$ cat src/rtl/ysyx_25030081_core_seq_pkg.sv
// Shared types for the multi-cycle core sequencer: state/halt-cause encodings,
// widths and the registered control-output bundle.
package ysyx_25030081_core_seq_pkg;

    localparam int unsigned XLEN  = 32;
    localparam int unsigned CNT_W = 64;

    localparam logic [XLEN-1:0] NOP_INST = 32'h0000_0013;

    typedef enum logic [2:0] {
        ST_IDLE   = 3'd0,
        ST_F_REQ  = 3'd1,
        ST_F_WAIT = 3'd2,
        ST_EXEC   = 3'd3,
        ST_M_REQ  = 3'd4,
        ST_M_WAIT = 3'd5,
        ST_WB     = 3'd6,
        ST_HALT   = 3'd7
    } state_e;

    typedef enum logic [1:0] {
        CAUSE_NONE   = 2'd0,
        CAUSE_EBREAK = 2'd1,
        CAUSE_IFETCH = 2'd2,
        CAUSE_DMEM   = 2'd3
    } halt_cause_e;

    typedef struct packed {
        logic imem_req_valid;
        logic dmem_req_valid;
        logic dmem_req_we;
        logic pc_wen;
        logic reg_wen;
        logic csr_wen;
        logic halt;
    } ctl_t;

endpackage

$ cat src/rtl/ysyx_25030081_perf_cnt.sv
// 64-bit free-running event counter with enable; cleared only by reset.
module ysyx_25030081_perf_cnt
    import ysyx_25030081_core_seq_pkg::*;
(
    input  logic             clk,
    input  logic             rst_n,
    input  logic             en,
    output logic [CNT_W-1:0] cnt
);

    always_ff @(posedge clk or negedge rst_n) begin
        if (!rst_n) begin
            cnt <= '0;
        end else if (en) begin
            cnt <= cnt + CNT_W'(1);
        end
    end

endmodule

$ cat src/rtl/ysyx_25030081_core_seq.sv
// Multi-cycle NPC sequencer: fetch, execute, optional memory access, write-back,
// with one-shot gating of architectural writes, halt handling and perf counters.
module ysyx_25030081_core_seq
    import ysyx_25030081_core_seq_pkg::*;
#(
    parameter logic [XLEN-1:0] RESET_PC = 32'h8000_0000
) (
    input  logic             clk,
    input  logic             rst_n,
    output logic             imem_req_valid,
    input  logic             imem_req_ready,
    input  logic             imem_rsp_valid,
    input  logic             imem_rsp_err,
    input  logic [XLEN-1:0]  imem_rsp_data,
    output logic [XLEN-1:0]  inst,
    input  logic             dec_reg_wen,
    input  logic             dec_csr_wen,
    input  logic             dec_mem_ren,
    input  logic             dec_mem_wen,
    input  logic             dec_ebreak,
    output logic             dmem_req_valid,
    output logic             dmem_req_we,
    input  logic             dmem_req_ready,
    input  logic             dmem_rsp_valid,
    input  logic             dmem_rsp_err,
    input  logic [XLEN-1:0]  dmem_rsp_data,
    output logic [XLEN-1:0]  load_data,
    output logic [XLEN-1:0]  pc_init,
    output logic             pc_wen,
    output logic             reg_wen,
    output logic             csr_wen,
    output logic             halt,
    output logic [1:0]       halt_cause,
    output logic [CNT_W-1:0] mcycle,
    output logic [CNT_W-1:0] minstret
);

    state_e           state, state_d;
    ctl_t             ctl, ctl_d;
    halt_cause_e      cause, cause_d;
    logic [XLEN-1:0]  inst_q;
    logic [XLEN-1:0]  load_q;

    // Next state plus the control outputs that will be valid in that state.
    always_comb begin
        state_d          = state;
        cause_d          = cause;
        ctl_d            = '0;
        ctl_d.dmem_req_we = ctl.dmem_req_we;
        ctl_d.halt       = ctl.halt;
        unique case (state)
            ST_IDLE:   state_d = ST_F_REQ;
            ST_F_REQ:  if (imem_req_ready) state_d = ST_F_WAIT;
            ST_F_WAIT: begin
                if (imem_rsp_valid) begin
                    if (imem_rsp_err) begin
                        state_d = ST_HALT;
                        cause_d = CAUSE_IFETCH;
                    end else begin
                        state_d = ST_EXEC;
                    end
                end
            end
            ST_EXEC: begin
                if (dec_ebreak) begin
                    state_d = ST_HALT;
                    cause_d = CAUSE_EBREAK;
                end else if (dec_mem_ren || dec_mem_wen) begin
                    state_d           = ST_M_REQ;
                    ctl_d.dmem_req_we = dec_mem_wen;
                end else begin
                    state_d = ST_WB;
                end
            end
            ST_M_REQ:  if (dmem_req_ready) state_d = ST_M_WAIT;
            ST_M_WAIT: begin
                if (dmem_rsp_valid) begin
                    if (dmem_rsp_err) begin
                        state_d = ST_HALT;
                        cause_d = CAUSE_DMEM;
                    end else begin
                        state_d = ST_WB;
                    end
                end
            end
            ST_WB:     state_d = ST_F_REQ;
            ST_HALT:   state_d = ST_HALT;
            default:   state_d = ST_HALT;
        endcase

        ctl_d.imem_req_valid = (state_d == ST_F_REQ);
        ctl_d.dmem_req_valid = (state_d == ST_M_REQ);
        // The decoder sees a stable inst from EXEC onward, so its enables are
        // sampled on the transition into WB and pulse for that one cycle.
        ctl_d.pc_wen         = (state_d == ST_WB);
        ctl_d.reg_wen        = (state_d == ST_WB) && dec_reg_wen;
        ctl_d.csr_wen        = (state_d == ST_WB) && dec_csr_wen;
        if (state_d == ST_HALT) begin
            ctl_d.halt        = 1'b1;
            ctl_d.dmem_req_we = 1'b0;
        end
    end

    // State, control outputs and the instruction / load-data latches.
    always_ff @(posedge clk or negedge rst_n) begin
        if (!rst_n) begin
            state  <= ST_IDLE;
            ctl    <= '0;
            cause  <= CAUSE_NONE;
            inst_q <= NOP_INST;
            load_q <= '0;
        end else begin
            state <= state_d;
            ctl   <= ctl_d;
            cause <= cause_d;
            if (state == ST_F_WAIT && imem_rsp_valid) begin
                inst_q <= imem_rsp_data;
            end
            if (state == ST_M_WAIT && dmem_rsp_valid && !ctl.dmem_req_we) begin
                load_q <= dmem_rsp_data;
            end
        end
    end

    ysyx_25030081_perf_cnt u_mcycle (
        .clk   (clk),
        .rst_n (rst_n),
        .en    (state != ST_HALT),
        .cnt   (mcycle)
    );

    ysyx_25030081_perf_cnt u_minstret (
        .clk   (clk),
        .rst_n (rst_n),
        .en    (state == ST_WB),
        .cnt   (minstret)
    );

    assign imem_req_valid = ctl.imem_req_valid;
    assign dmem_req_valid = ctl.dmem_req_valid;
    assign dmem_req_we    = ctl.dmem_req_we;
    assign pc_wen         = ctl.pc_wen;
    assign reg_wen        = ctl.reg_wen;
    assign csr_wen        = ctl.csr_wen;
    assign halt           = ctl.halt;
    assign halt_cause     = cause;
    assign inst           = inst_q;
    assign load_data      = load_q;
    assign pc_init        = RESET_PC;

    // A response may not coincide with the handshake of its own request.
    a_imem_rsp_vs_hs: assert property (@(posedge clk) disable iff (!rst_n)
        !(imem_req_valid && imem_req_ready && imem_rsp_valid));
    a_dmem_rsp_vs_hs: assert property (@(posedge clk) disable iff (!rst_n)
        !(dmem_req_valid && dmem_req_ready && dmem_rsp_valid));
    a_ren_wen_excl: assert property (@(posedge clk) disable iff (!rst_n)
        (state == ST_EXEC) |-> !(dec_mem_ren && dec_mem_wen));

endmodule

$ cat config.mk
export PLATFORM = sky130hd
export DESIGN_NAME = ysyx_25030081_core_seq
export DESIGN_NICKNAME = d
export VERILOG_FILES = /design/src/rtl/ysyx_25030081_core_seq_pkg.sv /design/src/rtl/ysyx_25030081_perf_cnt.sv /design/src/rtl/ysyx_25030081_core_seq.sv
export SDC_FILE = /design/constraint.sdc
export NUM_CORES = 1
export LEC_CHECK = 0
export ABC_AREA = 1
export CAP_MARGIN = 20
export CORE_MARGIN = 4
export CORE_UTILIZATION = 50
export CTS_BUF_LIST = sky130_fd_sc_hd__clkbuf_8
export CTS_CLUSTER_DIAMETER = 50
export DETAILED_ROUTE_END_ITERATION = 10
export PLACE_DENSITY = 0.83
export SYNTH_ARGS = -nofsm -noshare
export SYNTH_HDL_FRONTEND = slang
export SYNTH_SLANG_ARGS = --single-unit
export TNS_END_PERCENT = 20
$ cat constraint.sdc
create_clock -name clk -period 2.27 [get_ports clk]
set_clock_uncertainty 0.15 [all_clocks]
set_input_delay 0.454 -clock clk [delete_from_list [all_inputs] [get_ports clk]]
set_output_delay 0.454 -clock clk [all_outputs]
set_load 0.01 [all_outputs]
# Word level (Yosys, flattened, before mapping)
# Cells that the tools add are included.
# Widths: inputs -> output; s select.
[word_totals]
register_bits = 204
latch_bits = 0
mem_bits_rw = 0
romBits = 0
input_bits = 77
out_inout_bits = 233
word_cells = 66
n_memories = 0
[op_classes]
add_sub_neg = 2
multipliers = 0
div_mod_pow = 0
magnitude_cmp = 0
eq_ne = 18
shifts = 0
n_mux = 19
bitwise_logic = 0
reduce_logical = 14
[ops]
columns = ["cell", "n"]
rows = [
  ["$add 64x1->64 const B", 2],
  ["$eq 3x3->1 const B", 7],
  ["$pmux 3 s7", 1],
  ["$mux 3", 5],
  ["$mux 2", 7],
  ["$ne 2x2->1 const B", 5],
  ["$eq 3x1->1 const B", 2],
  ["$eq 3x2->1 const B", 2],
  ["$pmux 2 s3", 1],
  ["$reduce_and 6->1", 1],
  ["$logic_and 1x1->1", 5],
  ["$mux 1", 5],
  ["$reduce_bool 2->1", 2],
  ["$logic_not 3->1", 1],
  ["$ne 3x3->1 const B", 1],
  ["$reduce_and 3->1", 1],
  ["$reduce_bool 3->1", 1],
  ["$ne 2x1->1 const B", 1],
  ["$reduce_or 2->1", 1],
  ["$logic_not 1->1", 1],
  ["$logic_or 1x1->1", 1],
]

# Logic depth before layout (Yosys ltp)
# Gate-level depths: netlist (run 1).
[logic_depth]
ltp_word = 7
mapped_depth = 11
depth_no_buf = 11

# Modules after synthesis
# From an unflattened synthesis (run 1), not the netlist that was laid out.
[hier_totals]
cells_unflattened = 1393
area_unflattened_um2 = 11060.6
[modules_own_cells]
columns = ["module", "instances", "cells_each", "area_each_um2", "seq_area_each_um2"]
rows = [
  ["ysyx_25030081_perf_cnt at u_mcycle", 1, 505, 3793.6, 1601.5],
  ["ysyx_25030081_perf_cnt at u_minstret", 1, 500, 3769.9, 1601.5],
  ["ysyx_25030081_core_seq", 1, 388, 3497.1, 1905.6],
]

# Least setup slack after synthesis (run 1)
# No wires, ideal clock.
[synth_timing]
path_kind = "register to register"
from = "register u_mcycle.cnt[0]"
to = "register u_mcycle.cnt[38]"
setup_time_ns = 0.113
t_arrival_ns = 1.540
t_required_ns = 2.007
slack_ns = 0.467
stages_incl_launch_ff = 11
n_path_buf = 0
synth_period_minus_slack_ns = 1.803
cell_sequence = "dfrtp_1 ha_1 nand3_1 nor2_2 nand3_1 nor2_2 nand2_1 nor2_1 nand2_1 nand2_1 inv_1"
[synth_between]
elab_chain_cells = 1
[synth_lines]
columns = ["item", "line", "text"]
rows = [
  ["from (decl)", "ysyx_25030081_perf_cnt.sv:8", "output logic [CNT_W-1:0] cnt"],
  ["from (signal assigned)", "ysyx_25030081_perf_cnt.sv:15", "cnt <= cnt + CNT_W'(1);"],
  ["$add 64x1->64", "ysyx_25030081_perf_cnt.sv:15", ""],
]
# No other way between the ends.
# A chain may end at the register's enable or synchronous reset.

# Final worst setup path (run 1)
[layout_timing]
from = "register u_minstret.cnt[39]"
to = "output port minstret[39]"
[layout_rtl]
columns = ["item", "line", "text"]
rows = [
  ["from (decl)", "ysyx_25030081_perf_cnt.sv:8", ""],
  ["from (signal assigned)", "ysyx_25030081_perf_cnt.sv:15", ""],
  ["to (decl)", "ysyx_25030081_core_seq.sv:35", "output logic [CNT_W-1:0] minstret"],
]
# No word-level cell between the ends.

==> summary.txt, run 1 <==
Power
  • Pwr/cell area: between 800 and 900 nW/um^2
  • Total power: 12.33 mW
  • Combinational share of power: 30.6%
  • Clock Power Share: 29.3%
  • Cell-internal power: 8.616 mW
  • Switching part of the total: 30.11%
  • Psw: 3.712 mW
  • Sequential power share: 40.1%
  • Static Leak: between 6 and 7 nW
  • Peak supply drop: 0.8849 mV

Final layout
  • Final instance area: 14,730 sq um
  • FILL cells: around 1,700
  • Nets@finish: 1,703
  • Sequential cell area: approximately 5100 sq um
  • Area growth syn-to-layout: 36.57%
  • Share of layout cells above drive strength 1: between 10% and 20%
  • Multi-input combinational cell area: 4905 sq um

Worst setup path
  • Crit Path Class: flip-flop to output port
  • Crit Path Max Fanout: 6
  • Critical path arrival: ~1.6 ns
  • WP data required: 1.67 ns
  • Top delay family on crit path: buffers and inverters
  • Flop2flop setup slack: between 0.15 and 0.2 ns
  • CP max-delay cell: clkdlybuf4s50_1
  • Depth of the worst register-to-register path: 10
  • Crit end category: output port
  • Crit path buf inv count: 1
  • Worst path depth: 1
  • CP peak stage delay: 0.60 ns
  • Critical Path Start Type: flip-flop
  • Critical path cell sequence: clkdlybuf4s50_1

Synthesis
  • Top cell type's share of synthesized area: 46.63%
  • Post-synth EDFFs: 0
  • Mapped Cells: 1,298
  • Avg Cell Area, Syn: between 8 and 9 sq um
  • Area leader, netlist: dfrtp_1
  • Ys async rst share: 100.0%
  • Top cells by area, synth: dfrtp_1 (47%), nand2_1 (12%), nor2_1 (7.0%), mux2_2 (6.7%), inv_1 (5.2%)
  • Ys flop type: dfrtp_1
  • Number of synthesis warnings: 0
  • #FFs+latches synth: 204
  • Synth cell types: 37
  • Seq/Total Area, Yosys: 47.36%
  • Post-Syn Area: 10,790 sq um

STA
  • Final setup viols: 0
  • Setup WS post-layout: roughly 0.057 ns
  • RSZ-0062 raised after global routing: true
  • Final hold violations: 0
  • Period utilization: just under 100%
  • Period minus WS final: 2.213 ns
  • Achievable Freq: 0.4519 GHz
  • Fin. max-slew vios: 0

Route
  • Vias/cell: 5.210
  • Final wirelength: 32.46 mm
  • Final ANT Viol Nets: 0
  • DRC viols: 0
  • Drt pass-1 iters: 5
  • Routed via count: 10,030
  • Post-DR wirelength/cell: 16.85 microns
  • 1st-iter DRT viols: 733

GRT
  • Vias in the first global route: ~9,800
  • GR Overflow Total: 0
  • Gr usage total: 26.59%
  • First-pass GRT wire length: 51.52 mm
  • Antenna violations before repair: 2
  • Largest net degree at the start of global routing: 57

Floorplanning
  • Core area: roughly 21,000 sq um
  • Initial Util: 50.99%
  • Die W: around 150 microns
  • Row count: 53
  • I/O pin count: 310
  • Chip height: 154.9 microns
  • Full die area: around 24,000 sq um

CTS
  • CTS Root Cell: clkbuf_8
  • TritonCTS Buffers: 38
  • Clock transition at the registers of the reported paths: 0.06 ns
  • CTS tree: yes
  • Max clock buf depth: 3
  • Total clock sinks: 204
  • Clock latency on the worst-skew pair: ~0.52 ns
  • Setup bufs post-CTS: 0
  • Max H-tree Level: 2

Min path
  • Worst Hold Depth: 2
  • Hold/Removal Path Class: flip-flop to flip-flop

Run status
  • Status: completed

Placement
  • Pre-CTS WS: 0.1655 ns
  • I/O Buffers: about 280
  • Gpl congestion: 0.9575
  • Post-DP HPWL: 25.41 mm
  • Dpl cell area: 13,920 sq um

Run
  • Max_cap viols: 0
state kept, by name (all words and copies together), names as in the netlist:
register	cells
u_mcycle.cnt	64
u_minstret.cnt	64
inst	32
load_data	32
state	3
halt_cause	2
csr_wen	1
dmem_req_valid	1
dmem_req_we	1
halt	1
imem_req_valid	1
pc_wen	1
reg_wen	1
worst paths after layout:
check / from / to
max: u_minstret.cnt[39] / minstret[39]
min: halt / halt
max reg2reg: state[2] / u_mcycle.cnt[62]
min reg2reg: halt / halt
max in group asynchronous: rst_n / inst[0]
min in group asynchronous: rst_n / u_mcycle.cnt[12]
cells in the mapped netlist, drive strengths merged (12+ instances only):
| cell type | number |
|---|---|
| nand3b | 12 |
| xor2 | 36 |
| nand4 | 53 |
| xnor2 | 48 |
| nor3 | 31 |
| nor2 | 217 |
| nand3 | 64 |
| nand2 | 342 |
| o21ai | 13 |
| buf | 42 |
| mux2 | 64 |
| inv | 153 |
| dfrtp | 201 |
through the flow:
step	std cells	setup TNS (ns)	hold slack (ns)	util, %
2_1_floorplan	1328	0	0.008409	-
3_3_place_gp	1858	0	0.2861	65.78
3_5_place_dp	1858	0	0.2848	65.78
4_1_cts	1925	0	0.2737	69.56
5_1_grt	1926	-0.01521	0.2985	69.64
6_report	1926	0	0.3113	69.64
power groups by stage:
| stage | Sequential (mW) | Combinational (mW) | Clock (mW) |
|---|---|---|---|
| after floorplan | 5.21 | 1.47 | 0 |
| after global placement | 4.94 | 3.72 | 0 |
| after detailed placement | 5.00 | 3.78 | 0 |
| after CTS | 4.95 | 3.81 | 3.71 |
| after global routing | 5.05 | 4.07 | 3.89 |
| final | 4.95 | 3.77 | 3.61 |
routing by layer:
metal	track usage [%]	up-vias	wire length (microns)	share of wire [%]
li1	-	4716	-	-
met5	0	-	14	0.043
met1	35.73	4713	13320	41
met2	41.69	518	14670	45
met4	10.30	2	1171	3.6
met3	6.759	85	3281	10
layout by cell type (no fill, tap or decap), drive strengths merged, types with 13 or more instances in the layout:
cell type      count
dfrtp            201
clkbuf            50
o21ai             13
clkdlybuf4s50    275
nand4             53
nand3             64
nor2             217
conb              32
nand2            342
xnor2             48
mux2              64
nor3              31
buf               20
xor2              36
inv              163
layout make-up:
cell class | count | share of cell area (%)
tap | 275 | 2.336
sequential | 204 | 34.73
inverter | 153 | 3.915
clock inverter | 17 | 0.7559
timing repair buffer | 298 | 20.38
multi-input combinational | 929 | 33.29
antenna | 1 | 0.01699
clock buffer | 49 | 4.578
cell families after synthesis:
kind of cell	synth area share, %
mux	6.681
compound gates	1.021
simple gates	29.53
flops	47.36
other cells	0.06962
fa+ha+maj	0.2320
xor+xnor	6.821
buf+inv	8.282
what timing repair did:
action | 4_1_cts | 5_1_grt
cloned | 0 | 0
hold endpoints to repair | 43 | 0
hold buffers | 1 | 0
resized for setup | 2 | 7
setup endpoints to repair | 2 | 8
No activity file was read; power rests on OpenSTA's default activity.
==> inputs of run 2 (changes only) <==
--- a/config.mk
+++ b/config.mk
@@ -13,6 +13,7 @@
 export CTS_CLUSTER_DIAMETER = 50
 export DETAILED_ROUTE_END_ITERATION = 10
 export PLACE_DENSITY = 0.83
+export SETUP_SLACK_MARGIN = 0.4
 export SYNTH_ARGS = -nofsm -noshare
 export SYNTH_HDL_FRONTEND = slang
 export SYNTH_SLANG_ARGS = --single-unit
==> run 2 against run 1 <==
  * Core utilization is 8.3 points higher
  * Worst setup slack improved by 0.080 ns
  * Flip-flop and latch count is the same
  * Global-route usage rose by 1.9 points
==> summary.txt, run 2 (same netlist as run 1, synthesis figures left out) <==
CTS
  • CTS Root Cell: clkbuf_8
  • Max clock buf depth: 3 (unchanged)
  • Clock transition at the registers of the reported paths: 0.07 ns (about the same)
  • TritonCTS Buffers: 38 (unchanged)
  • Clock latency on the worst-skew pair: 0.53 ns (about the same)
  • CTS tree: yes
  • Total clock sinks: 204 (unchanged)
  • Max H-tree Level: 2 (unchanged)

Route
  • Routed via count: 11,430 (+14%)
  • 1st-iter DRT viols: 1,290 (+76%)
  • Final wirelength: 40.17 mm (+24%)
  • Final ANT Viol Nets: 0 (unchanged)
  • Vias/cell: 5.535 (+6.2%)
  • DRC viols: 0 (unchanged)
  • Post-DR wirelength/cell: 19.45 microns (+15%)
  • Drt pass-1 iters: 6 (+1)

Floorplanning
  • I/O pin count: 310 (unchanged)
  • Die W: 154.9 microns (unchanged)
  • Core area: 21,150 sq um (unchanged)
  • Row count: 53 (unchanged)
  • Initial Util: 50.99% (unchanged)
  • Full die area: 23,990 sq um (unchanged)
  • Chip height: 154.9 microns (unchanged)

Final layout
  • Most common cell after layout, fill and taps aside: nand2_1
  • FILL cells: 1,272 (-24%)
  • Share of layout cells above drive strength 1: 27.70% (+17 points)
  • Multi-input combinational cell area: 5512 sq um (+12%)
  • Sequential cell area: 5166 sq um (+0.98%)
  • Area growth syn-to-layout: 52.89%
  • Nets@finish: 1,840 (+8.0%)
  • Commonest non-fill, non-tap cells in the layout: nand2_1 (306), clkdlybuf4s50_1 (166), dfrtp_1 (155)
  • Final std cells w/o fill: 2,065 (+7.2%)
  • Top Registers: u_mcycle.cnt (64), u_minstret.cnt (64)
  • Final core utilization: 77.96% (+8.3 points)

Power
  • Peak supply drop: 0.7288 mV (-18%)
  • Switching part of the total: 31.36% (+1.2 points)
  • Static Leak: 8.078 nW (+23%)
  • Psw: 4.052 mW (+9.2%)
  • Sequential power share: 38.5% (-1.6 points)
  • Pwr/cell area: 783.5 nW/um^2 (-6.4%)
  • Total power: 12.92 mW (+4.8%)
  • Clock Power Share: 28.4% (-0.9 points)
  • Cell-internal power: 8.870 mW (+2.9%)
  • Combinational share of power: 33.2% (+2.6 points)

GRT
  • Largest net degree at the start of global routing: 57 (unchanged)
  • GR Overflow Total: 0 (unchanged)
  • Antenna violations before repair: 3 (+1)
  • Gr usage total: 28.49% (+1.9 points)
  • Vias in the first global route: 10,380 (+5.9%)
  • First-pass GRT wire length: 54.86 mm (+6.5%)

Worst setup path
  • CP peak stage delay: 0.39 ns (-0.21 ns)
  • Depth of the worst register-to-register path: 12 (+2)
  • Worst Setup SP: u_mcycle.cnt[1]
  • Crit end category: flip-flop
  • Critical path arrival: 2.38 ns (+0.77 ns)
  • WP data required: 2.52 ns (+0.85 ns)
  • Critical Path Start Type: flip-flop
  • Crit Path Max Fanout: 3 (-3)
  • Worst r2r dst: u_mcycle.cnt[43]
  • CP max-delay cell: dfrtp_1
  • Critical R2R Launch: u_mcycle.cnt[1]
  • Flop2flop setup slack: 0.14 ns (-0.02 ns)
  • Crit path top cell by count: nand2_1
  • Crit Path Class: flip-flop to flip-flop
  • Critical path cell sequence: buf_4 -> buf_6 -> buf_6 -> nand3_2 -> inv_2 -> nand3_1 -> nor2_1 -> nand2_1 -> nor2_1 -> nand2_1 -> nand2_1 -> nand2_1

Placement
  • Gpl congestion: 0.9575 (unchanged)
  • Placed Cells: 1,858 (unchanged)
  • Pre-CTS WS: 0.1655 ns (unchanged)
  • Post-DP HPWL: 25.41 mm (unchanged)
  • I/O Buffers: 277 (unchanged)

STA
  • RSZ-0062 raised after global routing: true
  • Setup WS post-layout: 0.1376 ns (+0.08030 ns)
  • Final setup viols: 0 (unchanged)
  • Fin. max-slew vios: 0 (unchanged)
  • Setup TNS: 0 ns (unchanged)
  • Period utilization: 93.94% (-3.5 points)
  • Final hold violations: 0 (unchanged)
  • Achievable Freq: 0.4690 GHz (+3.8%)
  • Period minus WS final: 2.132 ns (-0.08030 ns)

Min path
  • Hold/Removal Path Class: input pin to asynchronous set/reset pin

Run
  • Max_cap viols: 0 (unchanged)

Run status
  • Status: completed
## run 2: cell count changes in the layout (fill, tap and decap cells not counted), moves of 29 or more
cell / change
dlygate4sd2_1: +51
dfrtp_1: -40
clkdlybuf4s50_1: -109
dfrtp_2: +40
nand2_1: -33
buf_4: +120
nor2_2: +30
nor2_1: -59
nor2_4: +29
## run 2: cell type report
type | count | share of cell area (%)
Timing Repair Buffer | 435 | 24.83
Clock buffer | 49 | 4.089
Antenna cell | 3 | 0.04552
Sequential cell | 204 | 31.33
Inverter | 153 | 3.528
Multi-Input combinational cell | 929 | 33.42
Tap cell | 275 | 2.086
Clock inverter | 17 | 0.6752
## run 2: per-stage QoR
| stage | hold WS, ns | instance area (sq um) |
|---|---|---|
| final | 0.2985 | 16490 |
| after detailed placement | 0.2848 | 13920 |
| after CTS | 0.2737 | 15250 |
| after global placement | 0.2861 | 13920 |
| after floorplan | 0.008409 | 10900 |
| after global routing | 0.2989 | 16490 |
## run 2: worst max-delay path: cells and delay by family, from the launching register on
family	cells	cell delay (ns)
buffers and inverters	4	0.43
DFF	1	0.39
and+or+nand+nor	8	1.04
## run 2: power by group through the flow
stage          combinational, mW  sequential (mW)  clock [mW]
2_1_floorplan               1.47             5.21           0
3_3_place_gp                3.72             4.94           0
3_5_place_dp                3.78             5.00           0
4_1_cts                     3.79             4.94        3.71
5_1_grt                     4.56             5.07        3.91
6_report                    4.29             4.97        3.66
## run 2: worst max path at each step
stage | to | slack (ns) | depth (start not counted)
floorplan | u_mcycle.cnt[38] | 0.47 | 10
detailed placement | u_mcycle.cnt[37] | 0.17 | 8
finish | u_mcycle.cnt[43] | 0.14 | 12
global route | u_minstret.cnt[47] | 0.09 | 11
global placement | dmem_req_valid | 0.26 | 6
CTS | dmem_req_we | 0.15 | 1
## run 2: metal layers
metal	routed length (microns)	share of wire, %	vias to the layer above	GRT usage (%)
met5	0	0	-	0
met3	4594	11	230	7.260
met2	18680	47	878	45.91
met4	2405	6.0	0	12.03
met1	14490	36	5339	36.74
li1	-	-	4983	-
## run 2: what timing repair did
action / in CTS / in global routing
gates resized for setup: 167 / 232
endpoints found under the hold margin: 43 / 0
setup buffers: 76 / 61
hold buffers: 1 / 0
pin swaps: 0 / 65
setup endpoints to repair: 290 / 319
